--- config.mk ---
export PLATFORM = sky130hd
export DESIGN_NAME = alarm_snooze_ctrl
export DESIGN_NICKNAME = d
export VERILOG_FILES = /design/src/rtl/alarm_snooze_ctrl.sv
export SDC_FILE = /design/constraint.sdc
export NUM_CORES = 1
export LEC_CHECK = 0
export CORE_MARGIN = 2
export CORE_UTILIZATION = 45
export CTS_CLUSTER_SIZE = 16
export DETAILED_ROUTE_END_ITERATION = 10
export PLACE_DENSITY = 0.67
export REMOVE_ABC_BUFFERS = 1
export SKIP_LAST_GASP = 1
export SLEW_MARGIN = 20
export SYNTH_ARGS = -nofsm -noshare
export SYNTH_HDL_FRONTEND = slang
export SYNTH_SLANG_ARGS = --single-unit
--- constraint.sdc ---
create_clock -name clk_1s -period 4.1 [get_ports clk_1s]
set_input_delay 0.615 -clock clk_1s [delete_from_list [all_inputs] [get_ports clk_1s]]
set_output_delay 0.615 -clock clk_1s [all_outputs]
set_load 0.01 [all_outputs]
--- src/rtl/alarm_snooze_ctrl.sv ---
// -----------------------------------------------------------------------------
// alarm_snooze_ctrl
//
// Ringing/snooze sequencer that sits directly after the alarm clock core.
// It takes the core's Alarm level and drives a beeping buzzer. It also handles
// the user's stop and snooze buttons. It drives the core's STOP_al input, and
// holds it high long enough that the alarm cannot retrigger in the matched
// minute. A ring that is never answered times out and sets a sticky missed
// flag. Snoozes per alarm event are limited.
//
// Optional feature: define ALARM_ESCALATE_EN to enable volume escalation.
//   The volume starts at level 0 on every RING entry and rises one step every
//   ESC_STEP cycles, saturating at 3. At level 3 the buzzer stays on
//   continuously. Without the macro, level is 3 for the whole RING and the
//   buzzer always toggles.
//
// Parameters
//   RING_SEC    cycles RING lasts before auto-timeout        (2..255)
//   SNOOZE_SEC  cycles SNOOZE lasts before re-ring           (2..255)
//   HOLD_SEC    cycles HOLD keeps stop_al high after dismiss (1..255)
//   MAX_SNOOZE  snoozes allowed per alarm event              (1..7)
//   ESC_STEP    cycles per volume step, escalation only      (1..255)
//
// Ports
//   clk_1s        in   1  1 Hz tick; all logic runs on its rising edge
//   reset         in   1  asynchronous, active-high
//   alarm_in      in   1  Alarm level from the clock core
//   stop_btn      in   1  synchronised, level-sampled dismiss request
//   snooze_btn    in   1  synchronised, level-sampled snooze request
//   buzzer        out  1  beep drive
//   stop_al       out  1  to core STOP_al; high in SNOOZE and HOLD
//   snoozing      out  1  high while in SNOOZE
//   snooze_left   out  8  remaining SNOOZE cycles, 0 outside SNOOZE
//   snooze_count  out  3  snoozes taken in the current alarm event
//   missed        out  1  sticky ring-timeout flag
//   level         out  2  buzzer volume
// -----------------------------------------------------------------------------
module alarm_snooze_ctrl #(
    parameter int RING_SEC   = 30,
    parameter int SNOOZE_SEC = 120,
    parameter int HOLD_SEC   = 60,
    parameter int MAX_SNOOZE = 3,
    parameter int ESC_STEP   = 5
) (
    input  logic       clk_1s,
    input  logic       reset,
    input  logic       alarm_in,
    input  logic       stop_btn,
    input  logic       snooze_btn,
    output logic       buzzer,
    output logic       stop_al,
    output logic       snoozing,
    output logic [7:0] snooze_left,
    output logic [2:0] snooze_count,
    output logic       missed,
    output logic [1:0] level
);

    // Elaboration-time guard against out-of-range parameters.
    if (RING_SEC < 2 || RING_SEC > 255) begin : g_bad_ring
        $error("alarm_snooze_ctrl: RING_SEC out of range");
    end
    if (SNOOZE_SEC < 2 || SNOOZE_SEC > 255) begin : g_bad_snooze
        $error("alarm_snooze_ctrl: SNOOZE_SEC out of range");
    end
    if (HOLD_SEC < 1 || HOLD_SEC > 255) begin : g_bad_hold
        $error("alarm_snooze_ctrl: HOLD_SEC out of range");
    end
    if (MAX_SNOOZE < 1 || MAX_SNOOZE > 7) begin : g_bad_max
        $error("alarm_snooze_ctrl: MAX_SNOOZE out of range");
    end
    if (ESC_STEP < 1 || ESC_STEP > 255) begin : g_bad_esc
        $error("alarm_snooze_ctrl: ESC_STEP out of range");
    end

    typedef enum logic [1:0] {
        IDLE   = 2'd0,
        RING   = 2'd1,
        SNOOZE = 2'd2,
        HOLD   = 2'd3
    } state_t;

    localparam logic [7:0] RING_LAST   = 8'(RING_SEC - 1);
    localparam logic [7:0] HOLD_LAST   = 8'(HOLD_SEC - 1);
    localparam logic [7:0] SNOOZE_LEN  = 8'(SNOOZE_SEC);
    localparam logic [2:0] SNOOZE_MAX  = 3'(MAX_SNOOZE);

    state_t     state_q;
    logic       buzzer_q;
    logic       stop_al_q;
    logic       snoozing_q;
    logic [7:0] snooze_left_q;
    logic [2:0] snooze_count_q;
    logic       missed_q;
    logic [1:0] level_q;
    logic [7:0] ring_timer_q;
    logic [7:0] hold_timer_q;

    // Transition decisions for the current cycle; the register block below
    // applies the matching entry values.
    logic       enter_ring_d;
    logic       enter_hold_d;
    logic       enter_snooze_d;
    logic       set_missed_d;

    // Buzzer and volume values for a cycle that stays in RING.
    logic       ring_buzz_d;
    logic [1:0] ring_level_d;

`ifdef ALARM_ESCALATE_EN
    localparam logic [7:0] ESC_LAST       = 8'(ESC_STEP - 1);
    localparam logic [1:0] RING_ENTRY_LVL = 2'd0;

    logic [7:0] esc_timer_q;

    always_comb begin
        ring_level_d = level_q;
        if (esc_timer_q == ESC_LAST && level_q != 2'd3) begin
            ring_level_d = level_q + 2'd1;
        end
        // Full volume means a continuous tone rather than a beep.
        ring_buzz_d = (ring_level_d == 2'd3) ? 1'b1 : ~buzzer_q;
    end
`else
    localparam logic [1:0] RING_ENTRY_LVL = 2'd3;

    always_comb begin
        ring_level_d = 2'd3;
        ring_buzz_d  = ~buzzer_q;
    end
`endif

    always_comb begin
        enter_ring_d   = 1'b0;
        enter_hold_d   = 1'b0;
        enter_snooze_d = 1'b0;
        set_missed_d   = 1'b0;
        case (state_q)
            IDLE: begin
                enter_ring_d = alarm_in;
            end
            RING: begin
                // stop wins over snooze; a snooze past the limit acts as stop.
                if (stop_btn) begin
                    enter_hold_d = 1'b1;
                end else if (snooze_btn) begin
                    if (snooze_count_q < SNOOZE_MAX) begin
                        enter_snooze_d = 1'b1;
                    end else begin
                        enter_hold_d = 1'b1;
                    end
                end else if (ring_timer_q == RING_LAST) begin
                    enter_hold_d = 1'b1;
                    set_missed_d = 1'b1;
                end
            end
            SNOOZE: begin
                if (stop_btn) begin
                    enter_hold_d = 1'b1;
                end else if (snooze_left_q == 8'd1) begin
                    enter_ring_d = 1'b1;
                end
            end
            default: begin
            end
        endcase
    end

    always_ff @(posedge clk_1s or posedge reset) begin
        if (reset) begin
            state_q        <= IDLE;
            buzzer_q       <= 1'b0;
            stop_al_q      <= 1'b0;
            snoozing_q     <= 1'b0;
            snooze_left_q  <= 8'd0;
            snooze_count_q <= 3'd0;
            missed_q       <= 1'b0;
            level_q        <= 2'd0;
            ring_timer_q   <= 8'd0;
            hold_timer_q   <= 8'd0;
`ifdef ALARM_ESCALATE_EN
            esc_timer_q    <= 8'd0;
`endif
        end else begin
            if (enter_ring_d) begin
                state_q       <= RING;
                buzzer_q      <= 1'b1;
                stop_al_q     <= 1'b0;
                snoozing_q    <= 1'b0;
                snooze_left_q <= 8'd0;
                level_q       <= RING_ENTRY_LVL;
                ring_timer_q  <= 8'd0;
`ifdef ALARM_ESCALATE_EN
                esc_timer_q   <= 8'd0;
`endif
            end else if (enter_hold_d) begin
                state_q        <= HOLD;
                buzzer_q       <= 1'b0;
                stop_al_q      <= 1'b1;
                snoozing_q     <= 1'b0;
                snooze_left_q  <= 8'd0;
                snooze_count_q <= 3'd0;
                level_q        <= 2'd0;
                hold_timer_q   <= 8'd0;
            end else if (enter_snooze_d) begin
                state_q        <= SNOOZE;
                buzzer_q       <= 1'b0;
                stop_al_q      <= 1'b1;
                snoozing_q     <= 1'b1;
                snooze_left_q  <= SNOOZE_LEN;
                snooze_count_q <= snooze_count_q + 3'd1;
                level_q        <= 2'd0;
            end else begin
                case (state_q)
                    RING: begin
                        ring_timer_q <= ring_timer_q + 8'd1;
                        buzzer_q     <= ring_buzz_d;
                        level_q      <= ring_level_d;
`ifdef ALARM_ESCALATE_EN
                        esc_timer_q  <= (esc_timer_q == ESC_LAST) ? 8'd0 : esc_timer_q + 8'd1;
`endif
                    end
                    SNOOZE: begin
                        snooze_left_q <= snooze_left_q - 8'd1;
                    end
                    HOLD: begin
                        if (hold_timer_q == HOLD_LAST) begin
                            state_q   <= IDLE;
                            stop_al_q <= 1'b0;
                        end else begin
                            hold_timer_q <= hold_timer_q + 8'd1;
                        end
                    end
                    default: begin
                    end
                endcase
            end

            // A timeout sets missed; only a stop press while idle or holding clears it.
            if (set_missed_d) begin
                missed_q <= 1'b1;
            end else if (stop_btn && (state_q == IDLE || state_q == HOLD)) begin
                missed_q <= 1'b0;
            end
        end
    end

    assign buzzer       = buzzer_q;
    assign stop_al      = stop_al_q;
    assign snoozing     = snoozing_q;
    assign snooze_left  = snooze_left_q;
    assign snooze_count = snooze_count_q;
    assign missed       = missed_q;
    assign level        = level_q;

endmodule

==> impl_results.md, run 1 <==
- Worst setup path class: input port to register
- Commonest non-fill, non-tap cell in the layout: dfrtp_1
- Cells on worst reg2reg path: 7
- RSZ-0062 raised after global routing: no
- Layout cells sized above 1: 7.33%
- Post-DRT Antenna Nets: 0
- Worst path depth: 6
- Drt total wl: 4320 µm
- Relative slew slack: between 50% and 60%
- DRC viols: 0
- Final setup fails: 0
- YS warnings: 0
- Most frequent cells in the layout: dfrtp_1 (33), nand2_1 (21), clkdlybuf4s50_1 (21)
- Ant. Diodes: 0
- Die Span X: 70.2 µm
- Num CTS Buffers: 5
- Routed len/inst: approximately 15 µm
- I/O Buffers: 21
- Mapped Avg Cell Area: between 9 and 10 µm²
- Die Ht: 70.2 µm
- Largest net degree at the start of global routing: 25
- Period utilization: 61.3%
- Clk pin slew, worst setup/hold paths: 0.07 ns
- Register area share after synthesis: 41.9%
- Ys async rst share: 100%
- Post-CTS sizing: 0
- Crit path arrival time: 2.69 ns
- Number of H-tree levels: 2
- RR Endpoint: ring_timer_q[7]
- Hold bufs inserted after CTS: 0
- Fin crit period: 2.51 ns
- Initial core utilization: roughly 46%
- Clk buf depth: 2
- Power Density: 714 nW/µm²
- CTS tree: yes
- Final max-slew violation count: 0
- Max frequency: 398 MHz
- Buffers & Inverters on Critical Path: 1
- Hold WC Path Type: register to register
- GP Congestion: 0.852
- Clock root buffer: clkbuf_8
- Post-synth top flop: dfrtp_1
- R2R setup slack: roughly 1.6 ns
- Cell variety after synth: 48
- First-pass GRT wire length: around 7400 µm
- Die area: about 5000 µm²
- Layout area overhead: 17.7%
- Startpoint Class: input port
- Pre-CTS WS: 1.29 ns
- CP endpoint kind: register
- Seq cells post-synth: 33
- Worst Path Max Fanout: 19
- Clk_lat worst skew: 0.29 ns
- Via count of the first global-routing pass: 1556
- Nets: approximately 250
- EDFF count, synth: 0
- CP max stage delay: about 0.44 ns
- DRT Pass-1 Iters: 4
- Mapped Cells: about 210
- Tot Pwr: between 1.5 and 2 mW
- CP cell instances: clkdlybuf4s50_1, or3_1, or3_4, a21oi_4, nor2_1, a32o_1
- CP endpoint: snooze_count[1]
- Crit path launch: snooze_btn
- Pleak: between 1 and 1.5 nW
- Status: finished clean
- Dpl hpwl: around 3100 µm
- Row cnt: 24
- CP max stage cell: clkdlybuf4s50_1
- Post-Synthesis Cell Area: 1970 µm²
- Vias/cell: 5.77
- Top delay family on crit path: simple AND/OR/NAND/NOR gates
- Reg2reg start: state_q[1]
- Worst slew pin tran: around 0.69 ns
- Grt ovf: 0
- I/O pins: 22
- Setup TNS: 0 ns
- Max Cap Viol: 0
- VDD IR max: 0.359 mV
- Via count: 1640
- Final WS setup: 1.59 ns
- CP required: 4.27 ns
- Post-CTS setup buffers: 0
- DRT iter0 DRCs: 128
- Skew final: 0.00910 ns
- CTS sink count: 33
- Initial antenna violation count: 0
- GRT Util Overall: between 10% and 20%
- Core ar.: about 4300 µm²
- Final hold viol count: 0
where the power goes:
group	internal, mW	switching [mW]
registers	0.458	0.150
logic	0.376	0.397
clock network	0.152	0.124
total	0.986	0.671
flip-flops by register name, indices dropped and copies added, names as in the netlist, 2 cells and up:
signal        flops
ring_timer_q      8
state_q           2
snooze_left       8
hold_timer_q      8
snooze_count      3
how the worst min path moves through the flow:
stage | start | to | cells past startpoint
floorplan | hold_timer_q[7] | hold_timer_q[7] | 1
global placement | snoozing | snoozing | 2
detailed placement | hold_timer_q[7] | hold_timer_q[7] | 1
CTS | hold_timer_q[7] | hold_timer_q[7] | 1
global route | hold_timer_q[7] | hold_timer_q[7] | 1
finish | hold_timer_q[7] | hold_timer_q[7] | 1
routing by layer:
| metal | part of all wire [%] | vias to the layer above | GRT usage, % |
|---|---|---|---|
| li1 | - | 805 | - |
| met1 | 48 | 800 | 25.4 |
| met2 | 48 | 30 | 31.4 |
| met3 | 3.1 | 5 | 3.61 |
| met4 | 0.90 | 0 | 4.49 |
| met5 | 0 | - | 0 |
Yosys cell counts (2+ instances only):
| cell type | n | share of area [%] |
|---|---|---|
| clkbuf_1 | 3 | 0.57 |
| buf_4 | 2 | 0.76 |
| xnor2_1 | 4 | 1.8 |
| nor3_1 | 6 | 1.5 |
| ha_1 | 10 | 6.3 |
| or2_2 | 2 | 0.63 |
| xor2_1 | 3 | 1.3 |
| inv_1 | 11 | 2.1 |
| a21o_1 | 5 | 1.9 |
| a32o_1 | 3 | 1.5 |
| nand2_1 | 21 | 4.0 |
| o21ai_0 | 10 | 2.5 |
| o211ai_1 | 9 | 3.4 |
| a22o_1 | 2 | 0.89 |
| nand3b_1 | 3 | 1.1 |
| nor4bb_1 | 2 | 1.0 |
| or4_1 | 7 | 2.7 |
| o21a_1 | 3 | 1.1 |
| a21oi_1 | 8 | 2.0 |
| nor2_1 | 15 | 2.9 |
| nor4b_1 | 2 | 0.89 |
| dfrtp_1 | 33 | 42 |
| nand3_1 | 13 | 3.3 |
| mux2i_1 | 4 | 2.0 |
| or3_1 | 4 | 1.3 |
worst reg2reg max path, cell delays in order, from the launching register on:
cell and delay (ns):
dfrtp_1 0.47, inv_1 0.16, ha_1 0.29, nand3b_1 0.19, o21ai_1 0.21, or4_1 0.57
or4_1 0.41, nand3_1 0.10
cells by family after synthesis:
family | synth area share (%)
and+or+nand+nor | 23.7
adders and majority gates | 6.35
AOI/OAI and AO/OA | 18.7
muxes | 2.03
DFF | 41.9
buffers and inverters | 4.25
xor gates and xnor gates | 3.11
final cells by class:
type / instances / area (µm²)
Sequential cell: 33 / 826
Clock inverter: 1 / 5.00
Inverter: 11 / 41.3
Multi-Input combinational cell: 157 / 1060
Tap cell: 52 / 65.1
Timing Repair Buffer: 23 / 225
Clock buffer: 7 / 96.3
Fill cell: 414 / 1970
per-stage QoR:
step	std cells	utilization (%)	area (µm²)	hold slack [ns]
4_1_cts	284	54.0	2320	0.503
5_1_grt	284	54.0	2320	0.506
3_5_place_dp	276	51.7	2220	0.493
2_1_floorplan	201	-	1930	0.452
6_report	284	54.0	2320	0.500
3_3_place_gp	276	51.7	2220	0.487
(Power assumes the default switching activity.)
==> run 2, diff against run 1 <==
clock period = 2.6 ns   (was 4.1 ns; I/O delays follow)
==> run 2 against run 1 <==
Effect of this change:
- clock skew barely moved
- die area stayed put
- final cell count grew 3.2%
- core utilization grew 1.6 points
- register-to-register slack got worse by 1.3 ns
- sequential share of layout area fell by 1.0 points
- routed wire length increased by 1.4%
==> impl_results.md, run 2 (synthesized netlist as in run 1, its figures left out) <==
- Top delay family on crit path: simple AND/OR/NAND/NOR gates
- RSZ-0062 raised after global routing: no
- Post-CTS setup buffers: 0
- Die Ht: about 70 µm
- DRT iter0 DRCs: 64
- P_int: 1.60 mW
- Skew final: around 0.009 ns
- Reg power frac: 35.5%
- CP max stage cell: or4_1
- I/O Buffers: 21
- Clk buf depth: 2
- Worst Path Max Fanout: 6
- First-pass GRT wire length: 7930 µm
- CTS sink count: 33
- Die Span X: 70.2 µm
- Worst setup path class: register to register
- Commonest non-fill, non-tap cell in the layout: dfrtp_1
- Core ar.: about 4300 µm²
- Tot Pwr: 2.68 mW
- Nets: ~260
- VDD IR max: around 0.66 mV
- Clock root buffer: clkbuf_8
- Via count of the first global-routing pass: 1669
- CTS tree: yes
- Setup TNS: 0 ns
- Worst hold path depth: 1
- Initial antenna violation count: 0
- Cells on worst reg2reg path: 7
- Most frequent cells in the layout: dfrtp_1 (33), nand2_1 (21), clkdlybuf4s50_1 (21)
- I/O pins: 22
- Sequential cell area: 826 µm²
- DRC viols: 0
- Initial core utilization: between 40% and 50%
- Power Density: 1120 nW/µm²
- CP endpoint kind: register
- Largest net degree at the start of global routing: 34
- Max frequency: 451 MHz
- Status: finished clean
- Grt ovf: 0
- Startpoint Class: register
- Layout cells sized above 1: 10.8%
- Max Cap Viol: 0
- GP Congestion: 0.830
- Clock power share: 16.1%
- Post-CTS sizing: 0
- CP max stage delay: approximately 0.53 ns
- Final max-slew violation count: 0
- Multi-input logic area: between 1000 and 1500 µm²
- Vias/cell: 5.74
- Hold bufs inserted after CTS: 0
- CP required: around 2.8 ns
- Hold WC Path Type: register to register
- Row cnt: 24
- Relative slew slack: 66.0%
- Crit path arrival time: 2.44 ns
- Number of H-tree levels: 2
- Layout fillers: around 400
- Comb power frac: 48.4%
- Period utilization: 85.3%
- Layout area overhead: 21.1%
- Routed len/inst: 15.0 µm
- Drt total wl: about 4400 µm
- Final hold slack: 0.486 ns
- Buffers & Inverters on Critical Path: 1
- Final hold viol count: 0
- Worst path depth: 7
- Num CTS Buffers: 5
- Dpl hpwl: 3180 µm
- Final setup fails: 0
- Worst slew pin tran: slightly above 0.5 ns
- Net Sw Frac: 40.2%
- DRT Pass-1 Iters: 4
- Clk_lat worst skew: ~0.28 ns
- Die area: 4920 µm²
- Pleak: 1.05 nW
- GRT Util Overall: between 20 and 25%
- Ant. Diodes: 0
- Fin crit period: 2.22 ns
- Via count: 1683
- Clk pin slew, worst setup/hold paths: about 0.07 ns
- CP cell instances: inv_1, ha_1, nor4b_2, a32oi_2, nand2_1, or4_1, nand3_1
- Post-DRT Antenna Nets: 0
- Net Switching: 1.08 mW
[run 2: cell types whose count changed in the layout (fill, tap and decap cells not counted)]
cell   previous run  this run
buf_4             2        11
[run 2: final timing paths]
path / to / start / slack, ns
max: ring_timer_q[7] / state_q[0] / 0.38
min: hold_timer_q[7] / hold_timer_q[7] / 0.49
max reg2reg: ring_timer_q[7] / state_q[0] / 0.38
min reg2reg: hold_timer_q[7] / hold_timer_q[7] / 0.49
max in group asynchronous: snooze_left[7] / reset / 1.80
min in group asynchronous: hold_timer_q[5] / reset / 0.50
[run 2: power groups by stage]
| stage | logic (mW) | registers, mW | clock network (mW) |
|---|---|---|---|
| 2_1_floorplan | 0.778 | 0.965 | 0 |
| 3_3_place_gp | 1.28 | 0.954 | 0 |
| 3_5_place_dp | 1.30 | 0.957 | 0 |
| 4_1_cts | 1.31 | 0.948 | 0.446 |
| 5_1_grt | 1.48 | 0.986 | 0.473 |
| 6_report | 1.30 | 0.949 | 0.431 |
[run 2: layout make-up]
type                    instances  share of cell area, %
multi-input cells             157                   44.4
clock buffers                   7                   4.04
clock inverters                 1                  0.210
inverters                      11                   1.73
well taps                      52                   2.73
repair buffers                 32                   12.3
flip-flops and latches         33                   34.6
[run 2: metal layers]
metal  global-route usage, %  up-vias  share of wire, %
met3                    4.04        6               3.6
met4                    5.56        0               1.2
met2                    32.2       31                48
met1                    27.6      817                47
li1                        -      829                 -
met5                       0        -                 0
[run 2: stage by stage]
| stage | std cells | worst slack [ns] | util, % | area (µm²) |
|---|---|---|---|---|
| after floorplan | 201 | 0.128 | - | 1930 |
| after global placement | 285 | 0.185 | 53.2 | 2290 |
| after detailed placement | 285 | 0.193 | 53.2 | 2290 |
| after CTS | 293 | 0.382 | 55.6 | 2390 |
| after global routing | 293 | 0.224 | 55.6 | 2390 |
| final | 293 | 0.383 | 55.6 | 2390 |
[run 2: worst reg2reg max path: stages, from the launching register on]
cell and delay (ns):
dfrtp_1 0.45, inv_1 0.13, ha_1 0.23, nor4b_2 0.19, a32oi_2 0.35, nand2_1 0.19
or4_1 0.53, nand3_1 0.09
==> run 3, diff against run 2 <==
CELL_PAD_IN_SITES_DETAIL_PLACEMENT = 1   (was not set)
CELL_PAD_IN_SITES_GLOBAL_PLACEMENT = 1   (was not set)
CORE_UTILIZATION = 43   (was 45)
PLACE_DENSITY = 0.8   (was 0.67)
==> run 3 against run 2 <==
Effect of this change:
- via count grew 3.1%
- final cell count fell by 0.68%
- sequential share of layout area decreased by 0.25 points
- sequential power up 1%
- critical path depth stayed put
- routed wire length increased by 15%
- design area is 0.73% higher
- clock power grew 39%
- critical endpoint is now ring_timer_q[5]
==> impl_results.md, run 3 (synthesized netlist as in run 1, its figures left out) <==
- Status: finished clean
- CTS tree: yes
- Initial antenna violation count: 0
- Nets: 253
- DRC viols: 0
- Grt ovf: 0
- Comb power frac: 45.8%
- Top delay family on crit path: simple AND/OR/NAND/NOR gates
- Row cnt: 24
- Cells on worst reg2reg path: 7
- Vias/cell: about 6.0
- Skew final: slightly below 0.01 ns
- Net Sw Frac: 39.7%
- Post-CTS setup buffers: 0
- Clk buf depth: 2
- Startpoint Class: register
- DRT iter0 DRCs: 68
- I/O pins: 22
- Final max-slew violation count: 0
- Dpl hpwl: 3690 µm
- Max frequency: 439 MHz
- Max Cap Viol: 0
- VDD IR max: 0.399 mV
- Final non-filler cell area: 2400 µm²
- Buffers & Inverters on Critical Path: 1
- Power Density: 1200 nW/µm²
- CP cell instances: inv_1, ha_1, nor4b_2, a32oi_2, nand2_1, or4_1, nand3_1
- Post-CTS sizing: 0
- Worst hold path depth: 1
- Final hold viol count: 0
- Layout area overhead: 22.0%
- Fin crit period: 2.28 ns
- Tot Pwr: about 2.9 mW
- Worst path depth: 7
- CP max stage delay: 0.54 ns
- Clk_lat worst skew: 0.30 ns
- Initial core utilization: 44.9%
- Worst slew pin tran: 0.479 ns
- CTS sink count: 33
- Ant. Diodes: 0
- Worst setup path class: register to register
- Final setup fails: 0
- Post-DRT Antenna Nets: 0
- RSZ-0062 raised after global routing: no
- I/O Buffers: 21
- Crit path arrival time: 2.51 ns
- CP max stage cell: or4_1
- Layout cells sized above 1: roughly a tenth
- Die Ht: 71.7 µm
- Clock root buffer: clkbuf_8
- First-pass GRT wire length: about 8600 µm
- Via count: 1736
- DRT Pass-1 Iters: 4
- Via count of the first global-routing pass: 1787
- Clock power share: 20.8%
- P_int: 1.73 mW
- Largest net degree at the start of global routing: 34
- Die area: 5140 µm²
- Setup TNS: 0 ns
- Number of H-tree levels: 2
- Pleak: 1.06 nW
- Drt total wl: between 5000 and 6000 µm
- Reg power frac: 33.4%
- Worst Path Max Fanout: 6
- Net Switching: 1.14 mW
- Clk pin slew, worst setup/hold paths: 0.07 ns
- Relative slew slack: 68.0%
- GRT Util Overall: ~22%
- Core ar.: about 4400 µm²
- Hold bufs inserted after CTS: 0
- CP required: 2.83 ns
- Num CTS Buffers: 5
- CP endpoint kind: register
- Hold WC Path Type: register to register
- GP Congestion: just under 0.8
- Most frequent cells in the layout: dfrtp_1 (33), nand2_1 (21), clkdlybuf4s50_1 (21)
- Commonest non-fill, non-tap cell in the layout: dfrtp_1
- Post-DP Area: about 2300 µm²
- Period utilization: 87.6%
- Routed len/inst: 17.3 µm
- Die Span X: 71.7 µm
==> run 3: cell count changes in the layout (fill, tap and decap cells not counted), sizes merged <==
cell and delta:
clkbuf -2, buf -2, bufinv +2
==> run 3: layout make-up <==
cell class	instances	area, µm²
fillers	520	1980
multi-input cells	157	1060
flip-flops and latches	33	826
repair buffers	30	278
clock buffers	5	68.8
clock inverters	3	65.1
well taps	52	65.1
inverters	11	41.3
==> run 3: through the flow <==
stage,hold WS (ns),utilization (%),setup slack (ns),std cells
after floorplan,0.452,-,0.128,201
after global placement,0.466,51.8,0.148,283
after detailed placement,0.471,51.8,0.120,283
after CTS,0.482,54.9,0.325,291
after global routing,0.506,54.9,0.130,291
final,0.478,54.9,0.322,291
==> run 3: power by group through the flow <==
stage	Sequential, mW	Clock [mW]	Combinational (mW)
after floorplan	0.965	0	0.778
after global placement	0.954	0	1.28
after detailed placement	0.969	0	1.33
after CTS	0.960	0.606	1.34
after global routing	0.997	0.620	1.48
final	0.959	0.598	1.32
==> run 3: worst paths after layout <==
check | end | slack [ns] | start
worst max-delay path | ring_timer_q[5] | 0.32 | state_q[0]
worst min-delay path | hold_timer_q[7] | 0.48 | hold_timer_q[7]
max in group asynchronous | ring_timer_q[7] | 1.79 | reset
min in group asynchronous | snooze_left[5] | 0.49 | reset
worst min register to register | hold_timer_q[7] | 0.48 | hold_timer_q[7]
worst max register to register | ring_timer_q[5] | 0.32 | state_q[0]
==> run 3: layer usage <==
metal  routed length, µm  GRT usage (%)  vias to the layer above
li1                    -              -                      827
met1                2380           28.5                      880
met2                2420           34.9                       22
met3                 162           4.92                        7
met4                  71           7.13                        0
met5                   0              0                        -
